`config.mk`:
```
export PLATFORM = sky130hd
export DESIGN_NAME = apb_arb_master
export DESIGN_NICKNAME = d
export VERILOG_FILES = /design/src/rtl/apb_arb_master.sv
export SDC_FILE = /design/constraint.sdc
export NUM_CORES = 1
export LEC_CHECK = 0
export ABC_CLOCK_PERIOD_IN_PS = 1890
export CORE_ASPECT_RATIO = 1.1
export CORE_MARGIN = 4
export CORE_UTILIZATION = 36
export CTS_CLUSTER_SIZE = 30
export DETAILED_ROUTE_END_ITERATION = 7
export PLACE_DENSITY = 0.8
export SYNTH_ARGS = -nofsm -noshare
export SYNTH_HDL_FRONTEND = slang
export SYNTH_SLANG_ARGS = --single-unit
```
`constraint.sdc`:
```
create_clock -name pclk_i -period 1.89 [get_ports pclk_i]
set_input_delay 0.189 -clock pclk_i [delete_from_list [all_inputs] [get_ports pclk_i]]
set_output_delay 0.189 -clock pclk_i [all_outputs]
set_load 0.02 [all_outputs]
```
`src/rtl/apb_arb_master.sv`:
```
// apb_arb_master
// Shares one APB master port between NUM_REQ on-chip requesters. Pending requests are
// arbitrated round-robin. Each granted request is sequenced through APB SETUP/ACCESS,
// and the response is returned to the requester that was granted. A wait-state timeout
// ends any transfer whose slave never raises pready.
//
// Ports
//   pclk_i        clock, rising edge
//   presetn_i     synchronous reset, active low
//   req_valid_i   per-requester request pending
//   req_write_i   per-requester direction (1 = write)
//   req_addr_i    packed addresses, requester i at [i*ADDR_WIDTH +: ADDR_WIDTH]
//   req_wdata_i   packed write data, requester i at [i*DATA_WIDTH +: DATA_WIDTH]
//   req_ready_o   one-hot 1-cycle pulse: request accepted
//   rsp_valid_o   one-hot 1-cycle pulse: transfer complete
//   rsp_rdata_o   read data with rsp_valid_o (0 for writes and timeouts)
//   rsp_err_o     pslverr or timeout, with rsp_valid_o
//   pready_i, pslverr_i, prdata_i                       APB slave response
//   pselx_o, penable_o, pwrite_o, paddr_o, pwdata_o     APB master request

module apb_arb_master #(
    parameter int unsigned NUM_REQ    = 2,
    parameter int unsigned ADDR_WIDTH = 32,
    parameter int unsigned DATA_WIDTH = 32,
    parameter int unsigned TIMEOUT    = 16
) (
    input  logic                          pclk_i,
    input  logic                          presetn_i,
    input  logic [NUM_REQ-1:0]            req_valid_i,
    input  logic [NUM_REQ-1:0]            req_write_i,
    input  logic [NUM_REQ*ADDR_WIDTH-1:0] req_addr_i,
    input  logic [NUM_REQ*DATA_WIDTH-1:0] req_wdata_i,
    output logic [NUM_REQ-1:0]            req_ready_o,
    output logic [NUM_REQ-1:0]            rsp_valid_o,
    output logic [DATA_WIDTH-1:0]         rsp_rdata_o,
    output logic                          rsp_err_o,
    input  logic                          pready_i,
    input  logic                          pslverr_i,
    input  logic [DATA_WIDTH-1:0]         prdata_i,
    output logic                          pselx_o,
    output logic                          penable_o,
    output logic                          pwrite_o,
    output logic [ADDR_WIDTH-1:0]         paddr_o,
    output logic [DATA_WIDTH-1:0]         pwdata_o
);

    localparam int unsigned GntW         = (NUM_REQ > 1) ? $clog2(NUM_REQ) : 1;
    localparam int unsigned CntW         = (TIMEOUT > 1) ? $clog2(TIMEOUT + 1) : 1;
    localparam int unsigned TimeoutLastI = (TIMEOUT == 0) ? 0 : TIMEOUT - 1;
    localparam logic [CntW-1:0]    TimeoutLast = CntW'(TimeoutLastI);
    localparam logic [NUM_REQ-1:0] OneHot0     = NUM_REQ'(1);

    typedef enum logic [1:0] {
        StIdle   = 2'b00,
        StSetup  = 2'b01,
        StAccess = 2'b10
    } state_e;

    state_e                  state_q, state_d;
    logic [GntW-1:0]         grant_q, grant_d;
    logic [CntW-1:0]         cnt_q, cnt_d;
    logic                    pselx_q, pselx_d;
    logic                    penable_q, penable_d;
    logic                    pwrite_q, pwrite_d;
    logic [ADDR_WIDTH-1:0]   paddr_q, paddr_d;
    logic [DATA_WIDTH-1:0]   pwdata_q, pwdata_d;
    logic [NUM_REQ-1:0]      req_ready_q, req_ready_d;
    logic [NUM_REQ-1:0]      rsp_valid_q, rsp_valid_d;
    logic [DATA_WIDTH-1:0]   rsp_rdata_q, rsp_rdata_d;
    logic                    rsp_err_q, rsp_err_d;

    logic                    arb_found;
    logic [GntW-1:0]         arb_idx;
    logic [GntW-1:0]         arb_cand;
    logic                    do_grant;

    // Round-robin: scan from the slot after the last grant, first valid wins.
    always_comb begin
        arb_found = 1'b0;
        arb_idx   = grant_q;
        arb_cand  = grant_q;
        for (int i = 0; i < NUM_REQ; i++) begin
            arb_cand = GntW'((32'(grant_q) + 32'(i) + 32'd1) % NUM_REQ);
            if (!arb_found && req_valid_i[arb_cand]) begin
                arb_found = 1'b1;
                arb_idx   = arb_cand;
            end
        end
    end

    always_comb begin
        state_d     = state_q;
        grant_d     = grant_q;
        cnt_d       = cnt_q;
        pwrite_d    = pwrite_q;
        paddr_d     = paddr_q;
        pwdata_d    = pwdata_q;
        req_ready_d = '0;
        rsp_valid_d = '0;
        rsp_rdata_d = '0;
        rsp_err_d   = 1'b0;
        do_grant    = 1'b0;

        case (state_q)
            StIdle: begin
                if (arb_found) begin
                    do_grant = 1'b1;
                    state_d  = StSetup;
                end
            end
            StSetup: begin
                state_d = StAccess;
            end
            StAccess: begin
                if (pready_i) begin
                    rsp_valid_d = OneHot0 << grant_q;
                    rsp_rdata_d = pwrite_q ? '0 : prdata_i;
                    rsp_err_d   = pslverr_i;
                    cnt_d       = '0;
                    // Chain straight into the next SETUP when someone is waiting.
                    if (arb_found) begin
                        do_grant = 1'b1;
                        state_d  = StSetup;
                    end else begin
                        state_d = StIdle;
                    end
                end else if ((TIMEOUT != 0) && (cnt_q == TimeoutLast)) begin
                    // This is the TIMEOUT-th wait cycle: give up with an error.
                    rsp_valid_d = OneHot0 << grant_q;
                    rsp_err_d   = 1'b1;
                    cnt_d       = '0;
                    state_d     = StIdle;
                end else begin
                    cnt_d = cnt_q + CntW'(1);
                end
            end
            default: begin
                state_d = StIdle;
                cnt_d   = '0;
            end
        endcase

        if (do_grant) begin
            grant_d     = arb_idx;
            req_ready_d = OneHot0 << arb_idx;
            pwrite_d    = req_write_i[arb_idx];
            paddr_d     = req_addr_i[arb_idx*ADDR_WIDTH +: ADDR_WIDTH];
            pwdata_d    = req_wdata_i[arb_idx*DATA_WIDTH +: DATA_WIDTH];
        end

        pselx_d   = (state_d == StSetup) || (state_d == StAccess);
        penable_d = (state_d == StAccess);
    end

    always_ff @(posedge pclk_i) begin
        if (!presetn_i) begin
            state_q     <= StIdle;
            grant_q     <= GntW'(NUM_REQ - 1);  // first search starts at requester 0
            cnt_q       <= '0;
            pselx_q     <= 1'b0;
            penable_q   <= 1'b0;
            pwrite_q    <= 1'b0;
            paddr_q     <= '0;
            pwdata_q    <= '0;
            req_ready_q <= '0;
            rsp_valid_q <= '0;
            rsp_rdata_q <= '0;
            rsp_err_q   <= 1'b0;
        end else begin
            state_q     <= state_d;
            grant_q     <= grant_d;
            cnt_q       <= cnt_d;
            pselx_q     <= pselx_d;
            penable_q   <= penable_d;
            pwrite_q    <= pwrite_d;
            paddr_q     <= paddr_d;
            pwdata_q    <= pwdata_d;
            req_ready_q <= req_ready_d;
            rsp_valid_q <= rsp_valid_d;
            rsp_rdata_q <= rsp_rdata_d;
            rsp_err_q   <= rsp_err_d;
        end
    end

    assign pselx_o     = pselx_q;
    assign penable_o   = penable_q;
    assign pwrite_o    = pwrite_q;
    assign paddr_o     = paddr_q;
    assign pwdata_o    = pwdata_q;
    assign req_ready_o = req_ready_q;
    assign rsp_valid_o = rsp_valid_q;
    assign rsp_rdata_o = rsp_rdata_q;
    assign rsp_err_o   = rsp_err_q;

endmodule

```
# Yosys cells after proc, flatten, opt, wreduce, memory -nomap -nowiden
# Index checks and enable logic that the tools add are counted.
dict set report word_totals {
  register_bits 112
  input_bits 168
  output_inout_bits 104
  wordCells 63
}
dict set report classes {
  n_addsub 3
  magnitude_cmp 3
  n_eq_ne 5
  shift 4
  mux 25
  bitwise 3
  reduce_logical 8
}
# op count
set ops {}
lappend ops {{64-bit by 7-bit variable part select with 32-bit output} 2}
lappend ops {{1-bit two-way mux} 15}
lappend ops {{2-bit two-way mux} 5}
lappend ops {{5-bit two-way mux} 2}
lappend ops {{5-bit case mux with 2 select lines} 1}
lappend ops {{1-bit by 2-bit less-than comparator with 1-bit output, second input constant} 3}
lappend ops {{2-bit case mux with 3 select lines} 1}
lappend ops {{5-bit by 1-bit adder with 5-bit output, second input constant} 1}
lappend ops {{5-bit by 4-bit equality test with 1-bit output, second input constant} 1}
lappend ops {{2-bit by 1-bit equality test with 1-bit output, second input constant} 2}
lappend ops {{2-bit equality test, second input constant} 2}
lappend ops {{2-bit AND reduction} 2}
lappend ops {{4-bit OR reduction} 1}
lappend ops {{1-bit by 1-bit left shift with 2-bit output, first input constant} 2}
lappend ops {{1-bit NOT} 3}
lappend ops {{1-bit adder, second input constant} 2}
lappend ops {{2-bit zero test} 1}
lappend ops {{1-bit case mux with 2 select lines} 1}
lappend ops {{2-bit OR reduction} 1}
lappend ops {{1-bit logical AND} 1}
lappend ops {{1-bit zero test} 1}
lappend ops {{1-bit logical OR} 1}

# Depth between registers and ports, before layout
# Gate-level depths: netlist of run 1.
dict set report logic_depth {
  word_depth 12
  ltp_mapped 7
  depth_no_buf 6
}

# Worst setup path before layout of run 1
# OpenSTA, ideal clock, no wires.
dict set report synth_path {
  path_kind {register to register}
  startpoint {reg cnt_q[0]}
  endpoint {reg pselx_q (netlist: pselx_o)}
  setup_time_ns 0.065
  arrival_time_ns 1.322
  t_required_ns 1.825
  setup_slack_ns 0.503
  path_stages_with_launch 7
  synth_period_minus_slack_ns 1.387
  cell_sequence {dfxtp_1 ha_1 and4b_1 nor2b_1 a21o_1 ha_1 nor2b_1}
}
dict set report synth_between {
  elab_chain_cells 6
}
# item line_no
set synth_lines {}
lappend synth_lines {{start: declaration} 61} ;# logic [CntW-1:0] cnt_q, cnt_d;
lappend synth_lines {{start signal: assignment} 172} ;# cnt_q <= cnt_d;
lappend synth_lines {{5-bit by 4-bit equality test with 1-bit output *} 127} ;# end else if ((TIMEOUT != 0) && (cnt_q == TimeoutLast)) begin
lappend synth_lines {{2-bit two-way mux *} 127}
lappend synth_lines {{2-bit two-way mux *} 115} ;# if (pready_i) begin
lappend synth_lines {{2-bit case mux with 3 select lines *} 104} ;# case (state_q)
lappend synth_lines {{via state_d[1]} 59} ;# state_e state_q, state_d;
lappend synth_lines {{2-bit by 1-bit equality test with 1-bit output or 2-bit equality test (tied branches)} 151} ;# pselx_d = (state_d == StSetup) || (state_d == StAccess);
lappend synth_lines {{1-bit logical OR *} 151}
lappend synth_lines {{end signal: assignment} 173} ;# pselx_q <= pselx_d;
lappend synth_lines {{end: declaration} 62} ;# logic pselx_q, pselx_d;
# The timed path passes the listed nets; every way through them passes the cells marked *.
# A chain may end at the register's enable or synchronous reset.

# Final worst setup path of run 1
dict set report layout_path {
  startpoint {reg pwrite_q (netlist: pwrite_o)}
  endpoint {out pwrite_o}
}
# item line_no
set layout_lines {}
lappend layout_lines {{start: declaration} 64} ;# logic pwrite_q, pwrite_d;
lappend layout_lines {{start signal: assignment} 175} ;# pwrite_q <= pwrite_d;
lappend layout_lines {{end: declaration} 42} ;# output logic pwrite_o,
# No word-level cell between the ends.

==> flow_metrics.tcl, run 1 <==
set metrics [dict create \
    clock_path_buffers 2 \
    period_minus_slack_ns 1.59 \
    clkTransAtPathRegs_ns 0.07 \
    netlist.area_leader.share 0.537 \
    finalCritPeriodShare 0.843 \
    endpoint "pwrite_o" \
    outcome "finished clean" \
    postRouteAntennaNets 0 \
    remaining_drc_errors 0 \
    cts_setup_buffers 0 \
    r2r_cells 6 \
    crit_fanout 3 \
    synthArstFlopShare 0 \
    max_slew.worst_pin.slew_ns 0.292 \
    die-area_mm2 0.0134 \
    syn2layout_area_growth_pct 76.7 \
    ctsHoldBuffers 0 \
    cts_resized 0 \
    grt_pass1_vias 4045 \
    r2r-start "cnt_q[0]" \
    die_h_um 121 \
    skew_ns 0.00816 \
    start_util 0.376 \
    fin_setup_tns_ns 0 \
    crit_start "pwrite_o" \
    ios 272 \
    wl_per_cell_um 17.3 \
    cp-start-kind "register" \
    grt_max_degree 38 \
    syn_inst 348 \
    peakVddDrop_uv 423 \
    numCtsBuffers 9 \
    critPathKind "reg2out" \
    num_vias 3724 \
    synth.area.top_cells "dfxtp_1 54%, mux2i_1 16%, o2bb2ai_1 14%, and2_1 5.1%, buf_8 1.8%" \
    drt_first_pass_iters 4 \
    cap_violations 0 \
    cp_cell_sequence "clkdlybuf4s50_1" \
    fillers 849 \
    min_path_type "in2reg" \
    viasPerCell 4.85 \
    num_rows 40 \
    grt_pass1_wl_um 20600 \
    synth_area_mm2 0.00417 \
    numPortBuffers 271 \
    antenna_found_initial 0 \
    slowest_stage "clkdlybuf4s50_1" \
    drv_slew 0 \
    die_w_um 111 \
    power_density_mw_per_mm2 806 \
    clk_latency_ns 0.34 \
    antennaDiodeCount 0 \
    core_area_mm2 0.0111 \
    final_hold_viol_count 0 \
    synth_fp_nets 518 \
    drive_above_1_share 0.0580 \
    min_from "prdata_i[0]" \
    synth.distinct_cells 31 \
    max_slew_margin 0.805 \
    nNetsFinal 786 \
    wirelength_um 13300 \
    overflow 0 \
    syn_avg_cell_area_um2 12.0 \
    clock.fmax_mhz 628 \
    cts_root_buffer "clkbuf_16" \
    whs_ns 0.408 \
    setup_viol 0 \
    synth_ff_type "dfxtp_1" \
    cts_max_level 3 \
    synth-edff-count 0 \
    critPathBufInv 1 \
    r2r_end "pselx_o" \
    critPathRequiredTime_ns 1.70 \
    synthTopCellsByCount "112 x dfxtp_1, 66 x mux2i_1, 65 x o2bb2ai_1" \
    globalplace.congestion 0.880 \
    reg2reg_slack_ns 0.35 \
    place_hpwl_um 10700 \
    rsz0062_at_grt "false" \
    critical_path_depth 1 \
    grt.total_usage 0.192 \
    max_stage_delay_ns 0.65 \
    cts_tree "built" \
    critPathArrivalTime_ns 1.40 \
    hold_depth 2 \
    yosysTopAreaCell "dfxtp_1" \
    yosysMostFrequentCell "dfxtp_1" \
    cp-end-kind "output pin" \
    ys_seq_area_frac 0.537 \
    crit_family "buffers and inverters" \
    cts.sinks 112 \
    ys_warn_count 0 \
    drt_iter0_markers 161 \
    synth_seq_cells 112 \
    power_leakage_nw 2.88 \
]
==> placed cells by master, fill, tap and decap left out, types with 2 or more instances in the layout <==
cell / n
nand2_1: 3
o2bb2ai_1: 65
and2_1: 34
buf_4: 5
clkdlybuf4s50_1: 271
ha_1: 2
nand3_1: 4
clkinv_2: 2
nor2b_1: 5
inv_1: 2
nor3b_2: 2
nor2_1: 7
a21oi_1: 4
clkbuf_16: 9
buf_12: 8
mux2i_1: 66
dfxtp_1: 112
==> worst min-delay path by stage <==
stage                            endpoint
after floorplan            rsp_rdata_o[0]
after global placement           cnt_q[4]
final                      rsp_rdata_o[0]
after global routing      rsp_rdata_o[23]
after detailed placement      paddr_o[25]
after CTS                  rsp_rdata_o[0]
==> where the power goes <==
part | leakage [nW] | switching, mW | internal, mW
sequential | 0.917 | 0.0944 | 2.53
combinational | 1.81 | 0.615 | 0.829
clock | 0.145 | 0.810 | 1.06
==> sequential cells by signal, indices dropped and copies added (netlist names) <==
signal,flops
rsp_rdata_o,32
grant_q,1
penable_o,1
cnt_q,5
rsp_valid_o,2
paddr_o,32
pwrite_o,1
req_ready_o,2
pwdata_o,32
state_q,2
rsp_err_o,1
pselx_o,1
==> metrics by stage <==
step                cell area (um^2)  setup WS [ns]  std cells  total power, mW   util
floorplan                       4170          0.503        348             3.32      -
global placement                7070          0.197        752             4.10  0.637
detailed placement              7070          0.133        752             4.14  0.637
CTS                             7370          0.254        768             6.03  0.664
global route                    7370          0.229        768             6.21  0.664
finish                          7370          0.297        768             5.94  0.664
==> final cells by class <==
type	count	area [um^2]	area share
clock inverters	5	56.3	0.00764
repair buffers	284	2910	0.395
flip-flops and latches	112	2240	0.304
inverters	3	11.3	0.00153
well taps	147	184	0.0249
multi-input cells	206	1730	0.234
clock buffers	11	243	0.0329
==> logic make-up (layout without fill, tap and decap cells) <==
| kind of cell | after synthesis | after routing | synth area share |
|---|---|---|---|
| AO/OA/AOI/OAI | 77 | 77 | 0.158 |
| XOR/XNOR | 1 | 1 | 0.00210 |
| adder cells (fa/ha/maj) | 2 | 2 | 0.00600 |
| flip-flops | 112 | 112 | 0.537 |
| multiplexers | 66 | 66 | 0.158 |
| buffers and inverters | 30 | 303 | 0.0519 |
| AND/OR/NAND/NOR | 60 | 60 | 0.0867 |
==> per-layer routing <==
metal  routed length (um)  vias to the layer above  GRT usage  share of wire
met5                    0                        -          0              0
met2                 6610                      198      0.340           0.50
li1                     -                     1802          -              -
met3                 1380                       20     0.0823           0.10
met4                  332                        0     0.0778          0.025
met1                 5000                     1704      0.200           0.38
Note: power is estimated with default switching activity, not from simulation.
==> run 2: changes to the inputs <==
ABC_CLOCK_PERIOD_IN_PS = 1500   (was 1890)
clock period = 1.5 ns   (was 1.89 ns; I/O delays follow)
==> flow_metrics.tcl, run 2 (synthesis results as in run 1) <==
set metrics [dict create \
    outcome "finished clean" \
    cts_tree "built" \
    start_util 0.376 \
    drt_first_pass_iters 4 \
    drv_slew 0 \
    num_vias 3761 \
    drt_iter0_markers 123 \
    clkTransAtPathRegs_ns 0.07 \
    max_slew_margin 0.804 \
    critical_path_depth 1 \
    reg2reg_slack_ns 0.10 \
    drive_above_1_share 0.0823 \
    min_path_type "in2reg" \
    max_stage_delay_ns 0.64 \
    layout_commonest_cell "clkdlybuf4s50_1" \
    num_rows 40 \
    cts_max_level 3 \
    skew_ns 0.00735 \
    globalplace.congestion 0.877 \
    crit_family "buffers and inverters" \
    max_slew.worst_pin.slew_ns 0.293 \
    die_w_um 111 \
    clock_path_buffers 2 \
    final_cell_mix "260 x clkdlybuf4s50_1, 110 x dfxtp_1, 66 x mux2i_1" \
    cts_root_buffer "clkbuf_16" \
    numPortBuffers 271 \
    final_cell_count_no_fill 780 \
    grt_max_degree 38 \
    fin_area_mm2 0.00748 \
    wirelength_um 13200 \
    finalCritPeriodShare 0.977 \
    wl_per_cell_um 17.0 \
    critPathBufInv 1 \
    dp.cells 762 \
    critPathRequiredTime_ns 1.35 \
    power_mw 7.48 \
    cp-end-kind "output pin" \
    place_hpwl_um 10400 \
    antenna_found_initial 1 \
    clk_latency_ns 0.34 \
    remaining_drc_errors 0 \
    viasPerCell 4.82 \
    clock.fmax_mhz 682 \
    slowest_stage "clkdlybuf4s50_1" \
    critPathKind "reg2out" \
    syn2layout_area_growth_pct 79.3 \
    crit_fanout 2 \
    overflow 0 \
    core_area_mm2 0.0111 \
    power_leakage_nw 3.08 \
    numCtsBuffers 9 \
    hold_depth 2 \
    cts.sinks 112 \
    fillers 859 \
    grt.total_usage 0.189 \
    nNetsFinal 797 \
    die-area_mm2 0.0134 \
    cap_violations 0 \
    critPathArrivalTime_ns 1.32 \
    power_density_mw_per_mm2 1000 \
    postRouteAntennaNets 0 \
    die_h_um 121 \
    place_area_mm2 0.00714 \
    r2r_cells 6 \
    period_minus_slack_ns 1.47 \
    peakVddDrop_uv 527 \
    setup_viol 0 \
    rsz0062_at_grt "false" \
    ios 272 \
    grt_pass1_vias 3984 \
    cp-start-kind "register" \
    cp_cell_sequence "clkdlybuf4s50_1" \
    final_hold_viol_count 0 \
    grt_pass1_wl_um 20300 \
]
## run 2: cell count changes in the layout (fill, tap and decap cells not counted), sizes merged
cell           change
diode              +1
inv                +1
clkinv             -1
clkdlybuf4s50     -11
clkinvlp           +2
buf               +11
clkbuf             -2
dlymetal6s2s      +10
dlygate4sd2        +1
## run 2: worst paths after layout
| kind | end | from |
|---|---|---|
| min | rsp_rdata_o[29] | prdata_i[29] |
| max | paddr_o[7] | paddr_o[7] |
| min reg2reg | cnt_q[4] | cnt_q[4] |
| max reg2reg | pselx_o | cnt_q[0] |
## run 2: area by class of cell
| class | count | area [um^2] | area share |
|---|---|---|---|
| repair buffers | 295 | 3000 | 0.401 |
| flip-flops and latches | 112 | 2240 | 0.300 |
| multi-input cells | 206 | 1740 | 0.233 |
| clock buffers | 9 | 225 | 0.0301 |
| well taps | 147 | 184 | 0.0246 |
| clock inverters | 7 | 71.3 | 0.00953 |
| inverters | 3 | 11.3 | 0.00150 |
| diodes | 1 | 2.50 | 0.000334 |
## run 2: worst reg2reg max path, delay by kind of cell, from the launching register on
family | cells | cell delay (ns)
fa+ha+maj | 2 | 0.41
flops | 1 | 0.36
simple gates | 3 | 0.41
compound gates | 1 | 0.16
## run 2: report_power, final
part           internal [mW]  leakage (nW)  switching [mW]  total, mW
Clock                   1.30         0.138            1.06       2.36
Sequential              3.19         0.918           0.114       3.30
Combinational           1.05          2.02           0.777       1.83
Total                   5.53          3.08            1.95       7.48
## run 2: repair_timing
| item | CTS | global route |
|---|---|---|
| hold buffers | 0 | 0 |
| endpoints found under the setup margin | 1 | 12 |
| resized for setup | 1 | 15 |
| buffers inserted | 0 | 1 |
| pin swaps | 0 | 0 |
## run 2: through the flow
step | setup slack, ns | TNS (ns) | hold slack, ns | util
2_1_floorplan | 0.113 | 0 | 0.272 | -
3_3_place_gp | -0.0734 | -4.70 | 0.432 | 0.642
3_5_place_dp | -0.130 | -8.00 | 0.445 | 0.642
4_1_cts | 0.00482 | 0 | 0.349 | 0.669
5_1_grt | 0.000780 | 0 | 0.355 | 0.674
6_report | 0.0344 | 0 | 0.363 | 0.674
## run 2: per-layer routing
metal	up-vias	global-route usage	share of wire
met1	1725	0.203	0.40
met2	198	0.329	0.48
met5	-	0	0
met4	0	0.0739	0.027
li1	1814	-	-
met3	24	0.0798	0.096
